==> config.mk <==
export PLATFORM = sky130hd
export DESIGN_NAME = execute_mc
export DESIGN_NICKNAME = d
export VERILOG_FILES = /design/src/rtl/execute_mc.sv
export SDC_FILE = /design/constraint.sdc
export NUM_CORES = 2
export LEC_CHECK = 0
export BUFFER_PORTS_ARGS = -buffer_cell sky130_fd_sc_hd__buf_2
export CORE_ASPECT_RATIO = 2
export CORE_MARGIN = 2
export CORE_UTILIZATION = 56
export CTS_CLUSTER_DIAMETER = 120
export DETAILED_ROUTE_END_ITERATION = 10
export GPL_TIMING_DRIVEN = 1
export MAX_ROUTING_LAYER = met4
export PLACE_DENSITY = 0.84
export SLEW_MARGIN = 0
export SYNTH_ARGS = -nofsm -noshare
export SYNTH_HDL_FRONTEND = slang
export SYNTH_SLANG_ARGS = --single-unit
==> constraint.sdc <==
create_clock -name clk_i -period 3.1 [get_ports clk_i]
set_clock_uncertainty 0.05 [all_clocks]
set_input_delay 0.31 -clock clk_i [delete_from_list [all_inputs] [get_ports clk_i]]
set_output_delay 0.31 -clock clk_i [all_outputs]
set_load 0.02 [all_outputs]
==> src/rtl/execute_mc.sv <==
// execute_mc: execute stage with ALU, compare flags, branch/jump resolution,
// an iterative shift-add multiplier and a halt state, behind a valid/ready output register.
module execute_mc #(
  parameter int WIDTH = 32,
  parameter bit MUL_EN = 1'b1,
  localparam int IRW = 32 + WIDTH
) (
  input  logic             clk_i,
  input  logic             rst_ni,
  input  logic             in_valid_i,
  input  logic [IRW-1:0]   ir_i,
  input  logic [WIDTH-1:0] pc_i,
  input  logic [WIDTH-1:0] reg_data1_i,
  input  logic [WIDTH-1:0] reg_data2_i,
  input  logic [1:0]       reg_write_i,
  input  logic             out_ready_i,
  input  logic             flush_i,
  output logic             in_ready_o,
  output logic             out_valid_o,
  output logic [WIDTH-1:0] result_o,
  output logic [WIDTH-1:0] reg_data1_o,
  output logic [1:0]       reg_write_o,
  output logic [IRW-1:0]   ir_o,
  output logic [WIDTH-1:0] pc_o,
  output logic             pc_set_o,
  output logic [2:0]       ccr_o,
  output logic             halt_o
);
  localparam logic [3:0] T_INH = 4'h0, T_CMP = 4'h3, T_MOV = 4'h4, T_MUL = 4'h7, T_LDI = 4'h9,
                         T_LOAD = 4'ha, T_STORE = 4'hb, T_BRANCH = 4'hc, T_JUMP = 4'hd;
  localparam int CW = $clog2(WIDTH);
  typedef enum logic [1:0] {S_RUN, S_MUL, S_HALT} state_t;
  state_t state, state_n;
  logic [3:0] ty, op;
  logic sz, borrow, ovf, cond, take, is_mul, is_halt, accept, out_free, mul_last, mul_done;
  logic ltu, lt, eq;
  logic [WIDTH-1:0] ext, sval, uval, off, alu_b, alu, diff, res, target;
  logic [WIDTH-1:0] mul_a, mul_b, acc, mul_prod, pend_pc, pend_r1;
  logic [IRW-1:0] pend_ir;
  logic [1:0] pend_rw;
  logic [CW-1:0] cnt;
  assign ty = ir_i[31:28];
  assign op = ir_i[27:24];
  assign sz = ir_i[0];
  assign ext = ir_i[IRW-1:32];
  assign sval = {{(WIDTH-15){ir_i[15]}}, ir_i[15:1]};
  assign uval = {{(WIDTH-15){1'b0}}, ir_i[15:1]};
  assign off = sval << 2;
  assign alu_b = op[3] ? sval : reg_data2_i;
  assign {borrow, diff} = {1'b0, reg_data1_i} - {1'b0, reg_data2_i};
  assign ovf = (reg_data1_i[WIDTH-1] ^ reg_data2_i[WIDTH-1]) & (reg_data1_i[WIDTH-1] ^ diff[WIDTH-1]);
  assign {ltu, lt, eq} = ccr_o;
  always_comb begin
    alu = '0;
    case (op[2:0])
      3'd0: alu = reg_data1_i & alu_b;
      3'd1: alu = reg_data1_i | alu_b;
      3'd2: alu = reg_data1_i + alu_b;
      3'd3: alu = reg_data1_i - alu_b;
      3'd4: alu = reg_data1_i << alu_b;
      3'd5: alu = $signed(reg_data1_i) >>> alu_b;
      3'd6: alu = reg_data1_i >> alu_b;
      default: alu = reg_data1_i ^ alu_b;
    endcase
  end
  // Branch conditions read the flags registered by earlier compares
  always_comb begin
    cond = 1'b0;
    case (op)
      4'h0: cond = 1'b1;
      4'h1: cond = eq;
      4'h2: cond = ~eq;
      4'h3: cond = ~ltu & ~eq;
      4'h4: cond = ~lt & ~eq;
      4'h5: cond = ~lt;
      4'h6: cond = lt | eq;
      4'h7: cond = lt;
      4'h8: cond = ~ltu;
      4'h9: cond = ltu;
      4'ha: cond = ltu | eq;
      default: cond = 1'b0;
    endcase
  end
  assign take = (ty == T_JUMP) | ((ty == T_BRANCH) & cond);
  assign target = (ty == T_JUMP) ? (sz ? ext : reg_data1_i + off) : pc_i + off;
  assign res = (ty == T_CMP) ? diff :
               (ty == T_LOAD || ty == T_STORE) ? (sz ? ext : reg_data2_i + off) :
               (ty == T_LDI) ? (sz ? ext : uval) :
               (ty == T_MOV) ? reg_data1_i :
               (ty == T_MUL) ? '0 : alu;
  assign is_mul = MUL_EN && (ty == T_MUL);
  assign is_halt = (ty == T_INH) && (op == 4'h4);
  assign out_free = ~out_valid_o | out_ready_i;
  assign accept = in_valid_i & in_ready_o;
  assign mul_last = (state == S_MUL) && (cnt == CW'(WIDTH - 1));
  assign mul_done = mul_last & out_free & ~flush_i;
  assign mul_prod = acc + (mul_b[0] ? mul_a : '0);
  always_ff @(posedge clk_i or negedge rst_ni)
    if (!rst_ni) state <= S_RUN;
    else state <= state_n;
  always_comb
    state_n = (state == S_MUL && flush_i) ? S_RUN :
              accept ? (is_mul ? S_MUL : is_halt ? S_HALT : S_RUN) :
              mul_done ? S_RUN : state;
  always_comb
    in_ready_o = rst_ni & (state == S_RUN) & ~flush_i & out_free;
  // Multiplier keeps its own operand copy so a stalled output register is never disturbed
  always_ff @(posedge clk_i or negedge rst_ni) begin
    if (!rst_ni) begin
      mul_a <= '0;
      mul_b <= '0;
      acc <= '0;
      cnt <= '0;
      pend_pc <= '0;
      pend_r1 <= '0;
      pend_ir <= '0;
      pend_rw <= '0;
    end else if (accept & is_mul) begin
      mul_a <= reg_data1_i;
      mul_b <= reg_data2_i;
      acc <= '0;
      cnt <= '0;
      pend_pc <= pc_i;
      pend_r1 <= reg_data1_i;
      pend_ir <= ir_i;
      pend_rw <= reg_write_i;
    end else if (state == S_MUL && !flush_i && !mul_last) begin
      acc <= mul_prod;
      mul_a <= mul_a << 1;
      mul_b <= mul_b >> 1;
      cnt <= cnt + CW'(1);
    end else if (flush_i | mul_done) begin
      cnt <= '0;
    end
  end
  always_ff @(posedge clk_i or negedge rst_ni) begin
    if (!rst_ni) begin
      out_valid_o <= 1'b0;
      result_o <= '0;
      reg_data1_o <= '0;
      reg_write_o <= '0;
      ir_o <= '0;
      pc_o <= '0;
      pc_set_o <= 1'b0;
      ccr_o <= '0;
      halt_o <= 1'b0;
    end else begin
      if (accept && ty == T_CMP) ccr_o <= {borrow, diff[WIDTH-1] ^ ovf, diff == '0};
      if (accept & is_halt) halt_o <= 1'b1;
      if (flush_i) begin
        out_valid_o <= 1'b0;
        pc_set_o <= 1'b0;
      end else if (accept & ~is_mul) begin
        out_valid_o <= 1'b1;
        result_o <= res;
        reg_data1_o <= reg_data1_i;
        reg_write_o <= reg_write_i;
        ir_o <= ir_i;
        pc_o <= take ? target : pc_i;
        pc_set_o <= take;
      end else if (mul_done) begin
        out_valid_o <= 1'b1;
        result_o <= mul_prod;
        reg_data1_o <= pend_r1;
        reg_write_o <= pend_rw;
        ir_o <= pend_ir;
        pc_o <= pend_pc;
        pc_set_o <= 1'b0;
      end else if (out_ready_i) begin
        out_valid_o <= 1'b0;
        pc_set_o <= 1'b0;
      end
    end
  end
endmodule

==> flow_metrics.py, run 1 <==
metrics = {
    "yosys": {
        "synth_top_area_share_pct": 28.4,
        "synth_edf_count": 0,
        "syn_inst": 4744,
        "ys_ff_latch": 401,
        "synthTopCellsByArea": "dfrtp_1, nand2_1, ha_1",
        "synth_cell_types": 92,
        "synth_nets": 5167,
        "synth.yosys.seq_area_share_pct": 28.4,
        "synthArstFlopShare_pct": 100,
        "syn_avg_cell_area_sq_um": 7.45,
        "yosysWarnings": 0,
        "synth_top_area_cell": "dfrtp_1",
        "synthFlopType": "dfrtp_1",
        "synth_area_sq_um": 35300,
    },
    "clocking": {
        "clockBufferDepth": 3,
        "cts_sinks": 401,
        "cts_root_buffer": "clkbuf_16",
        "cts_made_buffers": 39,
        "htree_levels": 2,
    },
    "placed_design": {
        "placed_area_sq_um": 46000,
        "dp.cells": 6687,
        "place_congestion": 1.33,
        "placement.io_buffers": 335,
        "hpwlAfterDp_mm": 165,
    },
    "global_routing": {
        "grt.overflow.total": 1852,
        "track_usage_pct": 84.8,
        "grt_first_pass_wirelength_mm": 418,
        "grt_max_degree": 153,
        "grt_pass1_vias": 57700,
    },
    "floorplanning": {
        "fp.dieH_um": 359,
        "ios": 336,
        "fp-row-count": 130,
        "initial_utilization_pct": 56.4,
        "die_x_um": 182,
    },
    "outcome": {
        "stop_stage": "global routing (5_1_grt)",
        "error": "[ERROR GRT-0116] Global routing finished with congestion. Check the congestion regions in the DRC Viewer.",
        "run_status": "stopped before the end",
    },
}
## timing repair
item | 4_1_cts
setup buffers | 75
pin swaps | 155
gates cloned | 7
hold endpoints to repair | 99
endpoints found under the setup margin | 65
gates resized for setup | 412
hold buffers | 59
## metal layers
layer	global-route usage, %	overflow
met5	-	-
met3	60.5	38
met4	88.6	457
met2	105	1307
met1	81.2	50
## kinds of logic after synthesis
kind of cell | count (synthesis) | share of synthesized area (%)
compound gates | 1510 | 26.9
xor+xnor | 182 | 4.51
fa+ha+maj | 256 | 9.22
buf+inv | 452 | 5.01
flops | 401 | 28.4
mux | 125 | 3.78
simple gates | 1818 | 22.2
## cell usage after synthesis, types with 25 or more instances
cell type	number
nand2_1	996
dfrtp_1	401
a21oi_1	376
nor2_1	368
o21ai_0	359
clkbuf_1	249
ha_1	249
a31oi_1	176
inv_1	140
xnor2_1	127
nand3_1	122
mux2i_1	113
a22oi_1	81
a21o_1	72
a211oi_1	71
nor3_1	68
o211ai_1	56
xor2_1	55
and2_1	52
o22ai_1	44
nand2b_1	39
buf_2	36
nand4_1	29
o21a_1	29
a221oi_1	27
and3_1	26
nor2b_1	26
o221ai_1	25
## through the flow
step | worst slack (ps) | hold WS (ps)
2_1_floorplan | -2300 | -35.6
3_3_place_gp | -2250 | 273
3_5_place_dp | -2220 | 277
4_1_cts | -1300 | 0.846
==> inputs of run 2 (changes only) <==
--- a/config.mk
+++ b/config.mk
@@ -6,14 +6,11 @@
 export NUM_CORES = 2
 export LEC_CHECK = 0
 export BUFFER_PORTS_ARGS = -buffer_cell sky130_fd_sc_hd__buf_2
-export CORE_ASPECT_RATIO = 2
 export CORE_MARGIN = 2
-export CORE_UTILIZATION = 56
-export CTS_CLUSTER_DIAMETER = 120
+export CORE_UTILIZATION = 40
 export DETAILED_ROUTE_END_ITERATION = 10
 export GPL_TIMING_DRIVEN = 1
-export MAX_ROUTING_LAYER = met4
-export PLACE_DENSITY = 0.84
+export PLACE_DENSITY_LB_ADDON = 0.15
 export SLEW_MARGIN = 0
 export SYNTH_ARGS = -nofsm -noshare
 export SYNTH_HDL_FRONTEND = slang
==> constraint.sdc (replaced) <==
create_clock -name clk_i -period 4 [get_ports clk_i]
set_clock_uncertainty 0.05 [all_clocks]
set_input_delay 0.4 -clock clk_i [delete_from_list [all_inputs] [get_ports clk_i]]
set_output_delay 0.4 -clock clk_i [all_outputs]
set_load 0.02 [all_outputs]
==> flow_metrics.py, run 2 <==
metrics = {
    "outcome": {
        "run_status": "finished, violations left",
        "violations": "setup timing",
    },
    "global_routing": {
        "grt_max_degree": 159,
        "grt_pass1_vias": 40100,
        "grt.overflow.total": 0,
        "track_usage_pct": 43.8,
        "grt_first_pass_wirelength_mm": 287,
        "grt_antenna_before_repair": 26,
    },
    "hold_path": {
        "whs_path_depth": 3,
        "holdCritPathClass": "input pin to flip-flop",
        "min_to": "pend_ir[36]",
        "worstHoldStart": "ir_i[36]",
    },
    "clocking": {
        "cts_made_buffers": 50,
        "cts_sinks": 401,
        "cts_root_buffer": "clkbuf_16",
        "cts_tree": "built",
        "cts.clk_slew.worst_paths_ps": 60,
        "clockBufferDepth": 3,
        "clk_latency_ps": 690,
        "htree_levels": 2,
    },
    "layout": {
        "layout-drive-gt1-share_pct": 25.3,
        "layout_common_cells": "nand2_1, buf_4, dfrtp_1",
        "nets": 6199,
        "final_common_cell": "nand2_1",
        "ff_latch_area_sq_um": 10000,
        "fillers": 8572,
        "area_growth_pct": 34.7,
        "multi_input_area_sq_um": 24300,
        "top_regs": "ir_o (64), pend_ir (64)",
        "finalInstanceArea_sq_um": 47600,
    },
    "yosys": {
        "syn_avg_cell_area_sq_um": 7.45,
        "synth.most_common_cell": "nand2_1",
        "synth_cell_types": 92,
        "syn_inst": 4744,
        "synth_commonest_cells": "nand2_1, dfrtp_1, a21oi_1",
        "synthArstFlopShare_pct": 100,
        "synth_top_area_share_pct": 28.4,
        "synth_top_area_cell": "dfrtp_1",
        "ys_ff_latch": 401,
        "synth_edf_count": 0,
        "synthTopCellsByArea": "dfrtp_1, nand2_1, ha_1",
        "yosysWarnings": 0,
        "synthFlopType": "dfrtp_1",
        "synth_area_sq_um": 35300,
        "synth.yosys.seq_area_share_pct": 28.4,
        "synth_nets": 5167,
    },
    "sta": {
        "hold_viol_final": 0,
        "tightest_slew_ps": 1070,
        "slew_violations": 0,
        "period_minus_slack_ps": 4340,
        "max_freq_mhz": 231,
        "maxSlewHeadroom_pct": 27.9,
        "finalSetupViolations": 8,
        "finalWorstSetupSlack_ps": -337,
        "rsz0062_at_grt": "true",
        "period_share_pct": 108,
    },
    "floorplanning": {
        "die_area_sq_um": 90700,
        "fp-row-count": 108,
        "die_x_um": 301,
        "fp.coreArea_sq_um": 87200,
        "initial_utilization_pct": 40.5,
        "fp.dieH_um": 301,
        "ios": 336,
    },
    "placed_design": {
        "place_congestion": 1.14,
        "placed_area_sq_um": 44300,
        "hpwlAfterDp_mm": 159,
        "placement.io_buffers": 335,
    },
    "critical_path": {
        "worstRegToRegCells": 15,
        "crit_type": "input pin to flip-flop",
        "startpoint_type": "input pin",
        "critPathCaptureType": "flip-flop",
        "crit_start": "reg_data1_i[1]",
        "cp_cell_sequence": "buf_2 -> ha_4 -> nand2b_4 -> a21oi_4 -> o21ai_2 -> a31oi_4 -> a21oi_4 -> a211oi_4 -> o21ai_2 -> a21boi_1 -> o21ai_1 -> nand2_1 -> a21oi_2 -> fa_2 -> nand4_1 -> or4_1 -> or3_4 -> nor4_4 -> nand4b_1 -> nor4_2 -> nand4_1 -> o31ai_1",
        "cp_data_required_time_ps": 4480,
        "crit_path_top_delay_cell": "fa_2",
        "path_max_fanout": 2,
        "cp_data_arrival_time_ps": 4820,
        "ff2ff_setup_slack_ps": -80,
        "slowest_delay_ps": 610,
        "r2r_start": "mul_b[0]",
        "r2r-end": "result_o[31]",
    },
    "power": {
        "pwr-share-comb_pct": 43.9,
        "p_sw_mw": 7.92,
        "switching_share_pct": 41.8,
        "clkPwrFrac_pct": 25.7,
        "p_int_mw": 11.0,
        "p_seq_share_pct": 30.4,
        "max-vdd-ir-drop_mv": 0.465,
        "p_leak_nw": 23.0,
        "p_per_area_nw_per_um2": 398,
        "power.total_mw": 18.9,
    },
    "detailed_routing": {
        "vias_per_cell": 6.14,
        "drc": 0,
        "drt_wl_total_mm": 205,
        "drtAntennaViolNets": 0,
        "wl_per_cell_um": 29.4,
        "first_pass_iters": 5,
        "routed-via-count": 42900,
        "drtIter0Drc": 5716,
    },
    "job": {
        "cap_violations": 0,
    },
}
==> run 2: critical path, delay by kind of cell <==
kind,cells,cell delay [ps]
buffers and inverters,1,190
and+or+nand+nor,9,1790
adders and majority gates,2,920
AOI/OAI and AO/OA,10,1510
==> run 2: worst max-delay path by stage <==
| stage | to | slack (ps) | cells past startpoint |
|---|---|---|---|
| after global placement | ccr_o[0] | -1460 | 23 |
| after detailed placement | ccr_o[0] | -1520 | 23 |
| final | ccr_o[0] | -340 | 22 |
| after global routing | ccr_o[0] | -420 | 20 |
| after CTS | ccr_o[0] | -300 | 22 |
| after floorplan | result_o[29] | -1490 | 28 |
==> run 2: layer usage <==
metal | track usage, % | share of wire [%] | vias to the layer above
met5 | 0 | 0.039 | -
met4 | 25.1 | 6.8 | 14
met3 | 13.2 | 12 | 564
met2 | 63.6 | 41 | 2455
met1 | 57.5 | 40 | 20700
li1 | - | - | 19100
==> run 2: repair_timing <==
action	in CTS	in global routing
hold buffers	64	0
hold endpoints to repair	146	0
buffers inserted	12	16
pin swaps	22	42
gates resized for setup	48	87
setup endpoints to repair	22	20
cloned	1	3
==> run 2: final cells by class <==
cell class                      instances  share of cell area [%]
Multi-Input combinational cell       3891                    51.1
Sequential cell                       401                    21.1
Timing Repair Buffer                 1286                    20.0
Tap cell                             1155                    3.04
Clock buffer                           64                    2.91
Inverter                              146                    1.16
Clock inverter                         26                   0.694
Antenna cell                           11                  0.0578
==> run 2: power by group through the flow <==
stage / Clock [mW] / Combinational, mW / Sequential (mW)
after floorplan: 0 / 3.58 / 6.01
after global placement: 0 / 7.74 / 5.76
after detailed placement: 0 / 7.79 / 5.76
after CTS: 4.94 / 7.94 / 5.71
after global routing: 5.07 / 8.78 / 5.82
final: 4.87 / 8.31 / 5.75
==> run 2: cell families after synthesis <==
kind of cell,count (synthesis),share of synthesized area (%)
buffers and inverters,452,5.01
DFF,401,28.4
muxes,125,3.78
AOI/OAI and AO/OA,1510,26.9
xor gates and xnor gates,182,4.51
adders and majority gates,256,9.22
and+or+nand+nor,1818,22.2
==> run 2: per-stage QoR <==
| step | hold WS (ps) | setup TNS, ps | util, % | std cells | worst slack [ps] |
|---|---|---|---|---|---|
| finish | 33.6 | -1200 | 54.6 | 6980 | -337 |
| global route | 34.0 | -2440 | 54.6 | 6973 | -423 |
| CTS | 6.40 | -912 | 54.0 | 6953 | -303 |
| detailed placement | 406 | -26880 | 50.8 | 6788 | -1520 |
| global placement | 401 | -25370 | 50.8 | 6788 | -1460 |
| floorplan | 54.4 | -17340 | - | 4744 | -1490 |
(Power assumes the default switching activity.)
